### src/rtl/uart_pkg.sv
// uart_pkg: shared state encoding and clock constant for the UART transmit queue
package uart_pkg;
  typedef enum logic [1:0] {S_IDLE, S_LAUNCH, S_WAIT_BUSY, S_WAIT_DONE} uart_txq_state_t;
  localparam int UART_CLK_HZ = 50_000_000;
endpackage

### src/rtl/sync_fifo.sv
// sync_fifo: circular-buffer FIFO; ports clk, rst (sync active-low), push, pop, din, dout (comb head), full, empty, count
module sync_fifo #(
  parameter int WIDTH = 8,
  parameter int DEPTH = 16,
  localparam int ADDR_W = $clog2(DEPTH)
) (
  input  logic              clk,
  input  logic              rst,
  input  logic              push,
  input  logic              pop,
  input  logic [WIDTH-1:0]  din,
  output logic [WIDTH-1:0]  dout,
  output logic              full,
  output logic              empty,
  output logic [ADDR_W:0]   count
);
  logic [WIDTH-1:0] mem_q [DEPTH];
  logic [ADDR_W-1:0] wr_ptr_q, wr_ptr_d, rd_ptr_q, rd_ptr_d;
  logic [ADDR_W:0] count_q, count_d;
  always_comb begin
    wr_ptr_d = wr_ptr_q + ADDR_W'(push);
    rd_ptr_d = rd_ptr_q + ADDR_W'(pop);
    count_d  = count_q + (ADDR_W+1)'(push) - (ADDR_W+1)'(pop);
  end
  always_ff @(posedge clk) begin
    if (!rst) begin
      wr_ptr_q <= '0;
      rd_ptr_q <= '0;
      count_q  <= '0;
    end else begin
      wr_ptr_q <= wr_ptr_d;
      rd_ptr_q <= rd_ptr_d;
      count_q  <= count_d;
    end
  end
  always_ff @(posedge clk) begin
    if (push) mem_q[wr_ptr_q] <= din;
  end
  assign dout  = mem_q[rd_ptr_q];
  assign full  = count_q == (ADDR_W+1)'(DEPTH);
  assign empty = count_q == '0;
  assign count = count_q;
endmodule

### src/rtl/uart_tx_fifo.sv
// uart_tx_fifo: byte queue that launches one start_tx pulse per byte into an RS232 transmitter
// ports: clk, rst (sync active-low); wr_en/wr_data push side with full/empty/count;
// overflow pulse, overflow_flag (clr_overflow), launch_err; uart_tx_data/uart_start_tx/uart_tx_ready to transmitter
module uart_tx_fifo
  import uart_pkg::*;
#(
  parameter int DEPTH = 16,
  parameter int ACK_WAIT = 8,
  localparam int ADDR_W = $clog2(DEPTH)
) (
  input  logic              clk,
  input  logic              rst,
  input  logic              wr_en,
  input  logic [7:0]        wr_data,
  output logic              full,
  output logic              empty,
  output logic [ADDR_W:0]   count,
  output logic              overflow,
  output logic              overflow_flag,
  input  logic              clr_overflow,
  output logic              launch_err,
  output logic [7:0]        uart_tx_data,
  output logic              uart_start_tx,
  input  logic              uart_tx_ready
);
  localparam int WAIT_W = $clog2(ACK_WAIT + 1);
  uart_txq_state_t state_q, state_d;
  logic [7:0] data_q, data_d, fifo_dout;
  logic [WAIT_W-1:0] wait_q, wait_d;
  logic start_q, start_d, ovf_q, ovf_d, flag_q, flag_d, err_q, err_d;
  logic push, pop, timeout;
  assign pop     = state_q == S_IDLE && !empty && uart_tx_ready;
  assign push    = wr_en && (!full || pop);
  assign timeout = state_q == S_WAIT_BUSY && uart_tx_ready && wait_q == WAIT_W'(ACK_WAIT - 1);
  sync_fifo #(.WIDTH(8), .DEPTH(DEPTH)) u_fifo (
    .clk   (clk),
    .rst   (rst),
    .push  (push),
    .pop   (pop),
    .din   (wr_data),
    .dout  (fifo_dout),
    .full  (full),
    .empty (empty),
    .count (count)
  );
  always_ff @(posedge clk) begin
    if (!rst) state_q <= S_IDLE;
    else state_q <= state_d;
  end
  always_comb begin
    state_d = S_IDLE;
    case (state_q)
      S_IDLE:      state_d = pop ? S_LAUNCH : S_IDLE;
      S_LAUNCH:    state_d = S_WAIT_BUSY;
      S_WAIT_BUSY: state_d = !uart_tx_ready ? S_WAIT_DONE : timeout ? S_IDLE : S_WAIT_BUSY;
      S_WAIT_DONE: state_d = uart_tx_ready ? S_IDLE : S_WAIT_DONE;
      default:     state_d = S_IDLE;
    endcase
  end
  // wait counter runs only in S_WAIT_BUSY, so it is zero on entry from S_LAUNCH
  always_comb begin
    data_d  = pop ? fifo_dout : data_q;
    start_d = pop;
    wait_d  = state_q == S_WAIT_BUSY ? wait_q + WAIT_W'(1) : '0;
    err_d   = err_q || timeout;
    ovf_d   = wr_en && full && !pop;
    flag_d  = ovf_d || (flag_q && !clr_overflow);
  end
  always_ff @(posedge clk) begin
    if (!rst) begin
      data_q  <= '0;
      start_q <= 1'b0;
      wait_q  <= '0;
      err_q   <= 1'b0;
      ovf_q   <= 1'b0;
      flag_q  <= 1'b0;
    end else begin
      data_q  <= data_d;
      start_q <= start_d;
      wait_q  <= wait_d;
      err_q   <= err_d;
      ovf_q   <= ovf_d;
      flag_q  <= flag_d;
    end
  end
  assign uart_tx_data  = data_q;
  assign uart_start_tx = start_q;
  assign launch_err    = err_q;
  assign overflow      = ovf_q;
  assign overflow_flag = flag_q;
endmodule

### config.mk
export PLATFORM = sky130hd
export DESIGN_NAME = uart_tx_fifo
export DESIGN_NICKNAME = d
export VERILOG_FILES = /design/src/rtl/uart_pkg.sv /design/src/rtl/sync_fifo.sv /design/src/rtl/uart_tx_fifo.sv
export SDC_FILE = /design/constraint.sdc
export NUM_CORES = 1
export LEC_CHECK = 0
export BUFFER_PORTS_ARGS = -buffer_cell sky130_fd_sc_hd__buf_2
export CAP_MARGIN = 20
export CORE_MARGIN = 2
export CORE_UTILIZATION = 37
export CTS_BUF_LIST = sky130_fd_sc_hd__clkbuf_8
export CTS_CLUSTER_DIAMETER = 50
export DETAILED_ROUTE_END_ITERATION = 12
export PLACE_DENSITY_LB_ADDON = 0.1
export SYNTH_ARGS = -nofsm -noshare
export SYNTH_HDL_FRONTEND = slang
export SYNTH_SLANG_ARGS = --single-unit
export TNS_END_PERCENT = 20
### constraint.sdc
create_clock -name clk -period 2.89 [get_ports clk]
set_input_delay 0 -clock clk [delete_from_list [all_inputs] [get_ports clk]]
set_output_delay 0 -clock clk [all_outputs]
set_load 0.01 [all_outputs]
==> results of run 1 <==
[per-stage QoR]
step,utilization [%],hold slack (ns),total power [W]
finish,44.2,0.360,0.00539
global route,44.2,0.365,0.00567
CTS,44.1,0.328,0.00547
detailed placement,40.9,0.271,0.00381
global placement,40.9,0.262,0.00379
floorplan,-,0.0989,0.00343
[layout by cell type (no fill, tap or decap), drive strengths merged, types with 2 or more instances in the layout]
| cell type | count |
|---|---|
| a21oi | 4 |
| clkinv | 3 |
| nor3 | 3 |
| nand2b | 5 |
| bufinv | 3 |
| nor4 | 3 |
| nor4b | 2 |
| dlygate4sd3 | 13 |
| nand3 | 13 |
| xor2 | 2 |
| nor2 | 23 |
| and2 | 7 |
| mux2i | 16 |
| inv | 17 |
| buf | 52 |
| ha | 11 |
| nand2 | 3 |
| clkbuf | 19 |
| xnor2 | 8 |
| nand3b | 2 |
| edfxtp | 128 |
| dfxtp | 31 |
| mux4 | 32 |
| o221ai | 8 |
| and3 | 2 |
[sequential cells by signal (all words and copies together) (netlist names)]
signal / cells
overflow_flag: 1
wait_q: 4
overflow: 1
u_fifo.wr_ptr_q: 4
uart_start_tx: 1
u_fifo.count: 5
uart_tx_data: 8
state_q: 2
launch_err: 1
u_fifo.rd_ptr_q: 4
u_fifo.mem_q: 128
[cell families after synthesis]
kind of cell             after synthesis  synth area share [%]
AO/OA/AOI/OAI                         17                  2.08
adder cells (fa/ha/maj)               12                  2.55
multiplexers                          48                  14.2
AND/OR/NAND/NOR                       68                  5.72
XOR/XNOR                              10                  1.42
buffers and inverters                 28                  1.84
flip-flops                           159                  72.2
[worst min-delay path, stage by stage]
cell	delay [ns]
dlygate4sd3_1	0.52
buf_2	0.11
nand2_1	0.07
nor2_1	0.07
[metal layers]
| metal | up-vias | global-route usage, % |
|---|---|---|
| li1 | 1465 | - |
| met1 | 1616 | 20.5 |
| met4 | 0 | 4.73 |
| met2 | 64 | 25.1 |
| met3 | 4 | 4.60 |
| met5 | - | 0 |
[power by group]
| group | switching (W) | internal (W) | total, W | leakage [nW] |
|---|---|---|---|---|
| Combinational | 0.000556 | 0.000499 | 0.00105 | 0.846 |
| Sequential | 0.0000901 | 0.00261 | 0.00270 | 1.41 |
| Clock | 0.000763 | 0.000877 | 0.00164 | 0.228 |
[cell type report]
cell class	instances	area [sq um]	area share [%]
Sequential cell	159	4470	61.4
Multi-Input combinational cell	155	1640	22.6
Inverter	10	37.5	0.516
Timing Repair Buffer	65	455	6.26
Clock inverter	13	135	1.86
Tap cell	220	275	3.79
Clock buffer	19	262	3.60
[final timing paths]
| check | start | cells past startpoint | endpoint | slack (ns) |
|---|---|---|---|---|
| max | u_fifo.count[3]$_SDFF_PN0_ | 12 | u_fifo.count[4]$_SDFF_PN0_ | 0.32 |
| min | wr_en | 4 | overflow$_SDFF_PN0_ | 0.36 |
| max reg2reg | u_fifo.count[3]$_SDFF_PN0_ | 12 | u_fifo.count[4]$_SDFF_PN0_ | 0.32 |
| min reg2reg | wait_q[0]$_SDFF_PN0_ | 1 | wait_q[0]$_SDFF_PN0_ | 0.45 |
[repair_timing]
item / CTS / global route
gates resized for setup: 0 / 1
setup endpoints to repair: 0 / 1
hold buffers: 13 / 0
buffers inserted: 0 / 0
hold endpoints to repair: 137 / 0
==> results.yml, run 1 <==
logic_synthesis:
  synth.largest_area_cell: "edfxtp_1"
  yosysUniqueCellTypes: 34
  yosysTopAreaCellShare_pct: 62.1
  yosysSeqAreaShare_pct: 72.2
  synthTopCellsByCount: "edfxtp_1, mux4_2, dfxtp_1"
  avgSynthCellArea_sq_um: 18.1
  async_flop_share_pct: 0
  syn_inst: 342
  syn_area_sq_mm: 0.00619
  yosysMostFrequentCell: "edfxtp_1"
  synth-seq-cells: 159
  synth-edff-count: 128
  ys.flop_type: "edfxtp_1"
  ys_warn_count: 0
  synth.net_count: 367
  synth.area.top_cells: "edfxtp_1, mux4_2, dfxtp_1, mux2i_1, ha_1"
timing:
  timing.final.crit_share_pct: 89.0
  max_freq_mhz: 389
  finalHoldViolations: 0
  timing.setup.tns_ns: 0
  final_max_slew_viol_count: 0
  setup_viol: 0
  worst_pin_slew_ns: 0.538
  fin_crit_ns: 2.57
  slew_headroom_pct: 64.1
  rsz0062_at_grt: "false"
  fin_ws_ns: 0.319
  fin_skew_ns: 0.0125
global_routing:
  grt_pass1_wl_um: 19700
  grt_max_degree: 35
  grt_util_all_layers_pct: 15.6
  grt_pass1_vias: 3306
  antenna_found_initial: 0
  grt-ovfl-total: 0
power:
  power_density_mw_per_mm2: 742
  p_leak_nw: 2.48
  ir_drop_v: 0.000297
place:
  pre_cts_ws_ns: 0.260
  numPortBuffers: 31
  gp_congestion: 0.733
  dp.cells: 596
  placed_area_sq_mm: 0.00674
  hpwl_um: 7790
routing:
  routed_via_density: 4.91
  met2WireLength_um: 6470
  wl_met1_um: 5890
  routed.top_layer: "met4"
  dr.first_iter.drc_count: 206
  wl_met3_um: 557
  routed_wl_um: 13000
  wl_per_cell_um: 20.3
  antenna_left: 0
  route.detailed.drc: 0
  vias: 3149
  firstDrtPassIters: 4
worst_setup_path:
  cp-start-kind: "flop"
  crit_slowest_cell: "fa_1"
  cp_max_fo: 5
  cp_slowest_stage_delay_ns: 0.41
  criticalPathCategory: "flop to flop"
  required_ns: 3.21
  worstPathCellList: "inv_1 -> ha_1 -> nor4bb_1 -> and2_1 -> nand2b_1 -> inv_1 -> ha_1 -> fa_1 -> a21oi_1 -> o21bai_1 -> xnor2_1 -> nor2_1"
  end_kind: "flop"
  cp_top_family: "adder cells"
  path_buf_inv: 2
  arrival_ns: 2.89
clock_network:
  path_clk_slew_ns: 0.07
  cts_tree: "yes"
  root_buffer: "clkbuf_8"
  clock_sinks: 159
  cts_made_buffers: 17
  h-tree-depth: 4
  clkLatencyLatePin_ns: 0.45
  cts_buffer_depth: 2
final_layout:
  area_growth_pct: 17.5
  drive_gt1_share_pct: 27.3
  nFillCells: 1495
  fin_area_sq_mm: 0.00727
  n_antenna_cell: 0
  nets: 433
  layout.cells.non_filler: 641
floorplanning:
  num_rows: 47
  start_util_pct: 37.6
  die_area_sq_mm: 0.0178
  ios: 32
  die_w_um: 133
  core_sq_mm: 0.0165
  die_h_um: 133
outcome:
  status: "complete, no violations"
min_path:
  min_path_type: "primary input to flop"
run:
  drv_cap: 0
Power figures use the tool's default switching activity.
==> run 2, diff against run 1 <==
- REMOVE_ABC_BUFFERS: not set -> 1
==> run 2 against run 1 <==
Hold slack lost 0.0080 ns. Highest routed layer unchanged. Routed wire length down 2.0%. Largest cell class unchanged. Critical endpoint unchanged. Combinational power down 4%.
==> results.yml, run 2 (synthesis gave the netlist of run 1 again) <==
outcome:
  status: "complete, no violations"
timing:
  setup_viol: 0
  fin_skew_ns: 0.00733
  fin_ws_ns: 0.293
  finalHoldViolations: 0
  holdWs_ns: 0.352
  worst_pin_slew_ns: 0.529
  fin_crit_ns: 2.60
  final_max_slew_viol_count: 0
  timing.final.crit_share_pct: 89.9
  slew_headroom_pct: 64.7
  rsz0062_at_grt: "false"
  timing.setup.tns_ns: 0
  max_freq_mhz: 385
clock_network:
  cts_setup_buffers: 0
  clock_sinks: 159
  cts_made_buffers: 17
  root_buffer: "clkbuf_8"
  clkLatencyLatePin_ns: 0.45
  cts_tree: "yes"
  h-tree-depth: 4
  path_clk_slew_ns: 0.09
  cts_buffer_depth: 2
worst_setup_path:
  startpoint: "u_fifo.count[3]$_SDFF_PN0_"
  endpoint: "u_fifo.count[4]$_SDFF_PN0_"
  rr_endpoint: "u_fifo.count[4]$_SDFF_PN0_"
  worstPathCellList: "inv_1 -> ha_1 -> nor4b_1 -> or2_1 -> inv_1 -> ha_1 -> inv_1 -> ha_1 -> fa_1 -> a21oi_1 -> o21bai_1 -> xnor2_1 -> nor2_1"
  required_ns: 3.22
  cp-start-kind: "flop"
  r2r-start: "u_fifo.count[3]$_SDFF_PN0_"
  rr_worst_depth: 13
  r2r_slack_ns: 0.29
  crit_slowest_cell: "fa_1"
  cp_max_fo: 3
  arrival_ns: 2.93
  criticalPathCategory: "flop to flop"
  cp_slowest_stage_delay_ns: 0.41
  path_buf_inv: 3
  cp_top_family: "adder cells"
  cp_num_cells: 13
  end_kind: "flop"
power:
  ir_drop_v: 0.000303
  post-layout-total-power_w: 0.00531
  p_leak_nw: 2.43
  power_density_mw_per_mm2: 734
routing:
  firstDrtPassIters: 4
  antenna_left: 0
  route.detailed.drc: 0
  routed_via_density: 4.98
  routed_wl_um: 12700
  vias: 3188
  dr.first_iter.drc_count: 137
  wl_per_cell_um: 19.9
global_routing:
  antenna_found_initial: 0
  grt_util_all_layers_pct: 15.5
  grt-ovfl-total: 0
  grt_max_degree: 34
  grt_pass1_vias: 3361
  grt_pass1_wl_um: 19600
floorplanning:
  ios: 32
  start_util_pct: 37.6
  die_w_um: 133
  die_area_sq_mm: 0.0178
  core_sq_mm: 0.0165
  num_rows: 47
  die_h_um: 133
final_layout:
  nets: 432
  nFillCells: 1481
  n_antenna_cell: 0
  mostFrequentLayoutCells: "edfxtp_1, mux4_2, buf_2"
  drive_gt1_share_pct: 28.3
  layout_commonest_cell: "edfxtp_1"
  largest_reg_flops: 128
  top_register: "u_fifo.mem_q"
  utilization_pct: 44.0
  area_growth_pct: 17.0
place:
  hpwl_um: 7790
  numPortBuffers: 31
  gp_congestion: 0.775
  pre_cts_ws_ns: 0.267
min_path:
  holdPathStages: 4
  min_path_type: "primary input to flop"
run:
  drv_cap: 0
==> run 2: how the worst min path moves through the flow <==
stage / slack (ns) / to / from
final: 0.35 / overflow$_SDFF_PN0_ / wr_en
after detailed placement: 0.27 / overflow$_SDFF_PN0_ / wr_en
after floorplan: 0.1 / u_fifo.mem_q[0][0]$_DFFE_PP_ / wr_data[0]
after global placement: 0.27 / overflow$_SDFF_PN0_ / wr_en
after global routing: 0.33 / overflow$_SDFF_PN0_ / wr_en
after CTS: 0.31 / overflow$_SDFF_PN0_ / wr_en
==> run 2: stage by stage <==
| stage | cell area (sq um) | instances |
|---|---|---|
| 6_report | 7240 | 640 |
| 3_5_place_dp | 6740 | 596 |
| 3_3_place_gp | 6740 | 596 |
| 4_1_cts | 7240 | 640 |
| 2_1_floorplan | 6110 | 324 |
| 5_1_grt | 7240 | 640 |
==> run 2: timing repair <==
item,CTS,global route
hold endpoints to repair,140,0
gates resized for setup,0,0
hold buffers,12,0
==> run 2: power by group <==
part | total [W] | internal [W] | switching (W) | leakage (nW)
Combinational | 0.00101 | 0.000488 | 0.000521 | 0.837
Sequential | 0.00271 | 0.00261 | 0.000108 | 1.41
Clock | 0.00159 | 0.000761 | 0.000827 | 0.183
Total | 0.00531 | 0.00386 | 0.00146 | 2.43
==> run 2: worst reg2reg max path, delay by kind of cell (launching register included) <==
family          cells  cell delay, ns
compound gates      2            0.25
xor+xnor            1            0.15
fa+ha+maj           4            1.02
buf+inv             3            0.20
flops               1            0.34
simple gates        3            0.53
==> run 2: layer usage <==
layer | track usage (%) | part of all wire, % | vias to the layer above
met5 | 0 | 0 | -
met4 | 5.73 | 1.5 | 0
met3 | 4.34 | 4.1 | 13
met2 | 25.1 | 49 | 73
met1 | 19.9 | 45 | 1635
li1 | - | - | 1467
==> run 2: cell type report <==
| cell class | instances | area [sq um] | area share [%] |
|---|---|---|---|
| flip-flops and latches | 159 | 4470 | 61.7 |
| clock buffers | 17 | 234 | 3.23 |
| repair buffers | 64 | 445 | 6.15 |
| well taps | 220 | 275 | 3.80 |
| multi-input cells | 155 | 1630 | 22.6 |
| inverters | 10 | 37.5 | 0.519 |
| clock inverters | 15 | 146 | 2.02 |
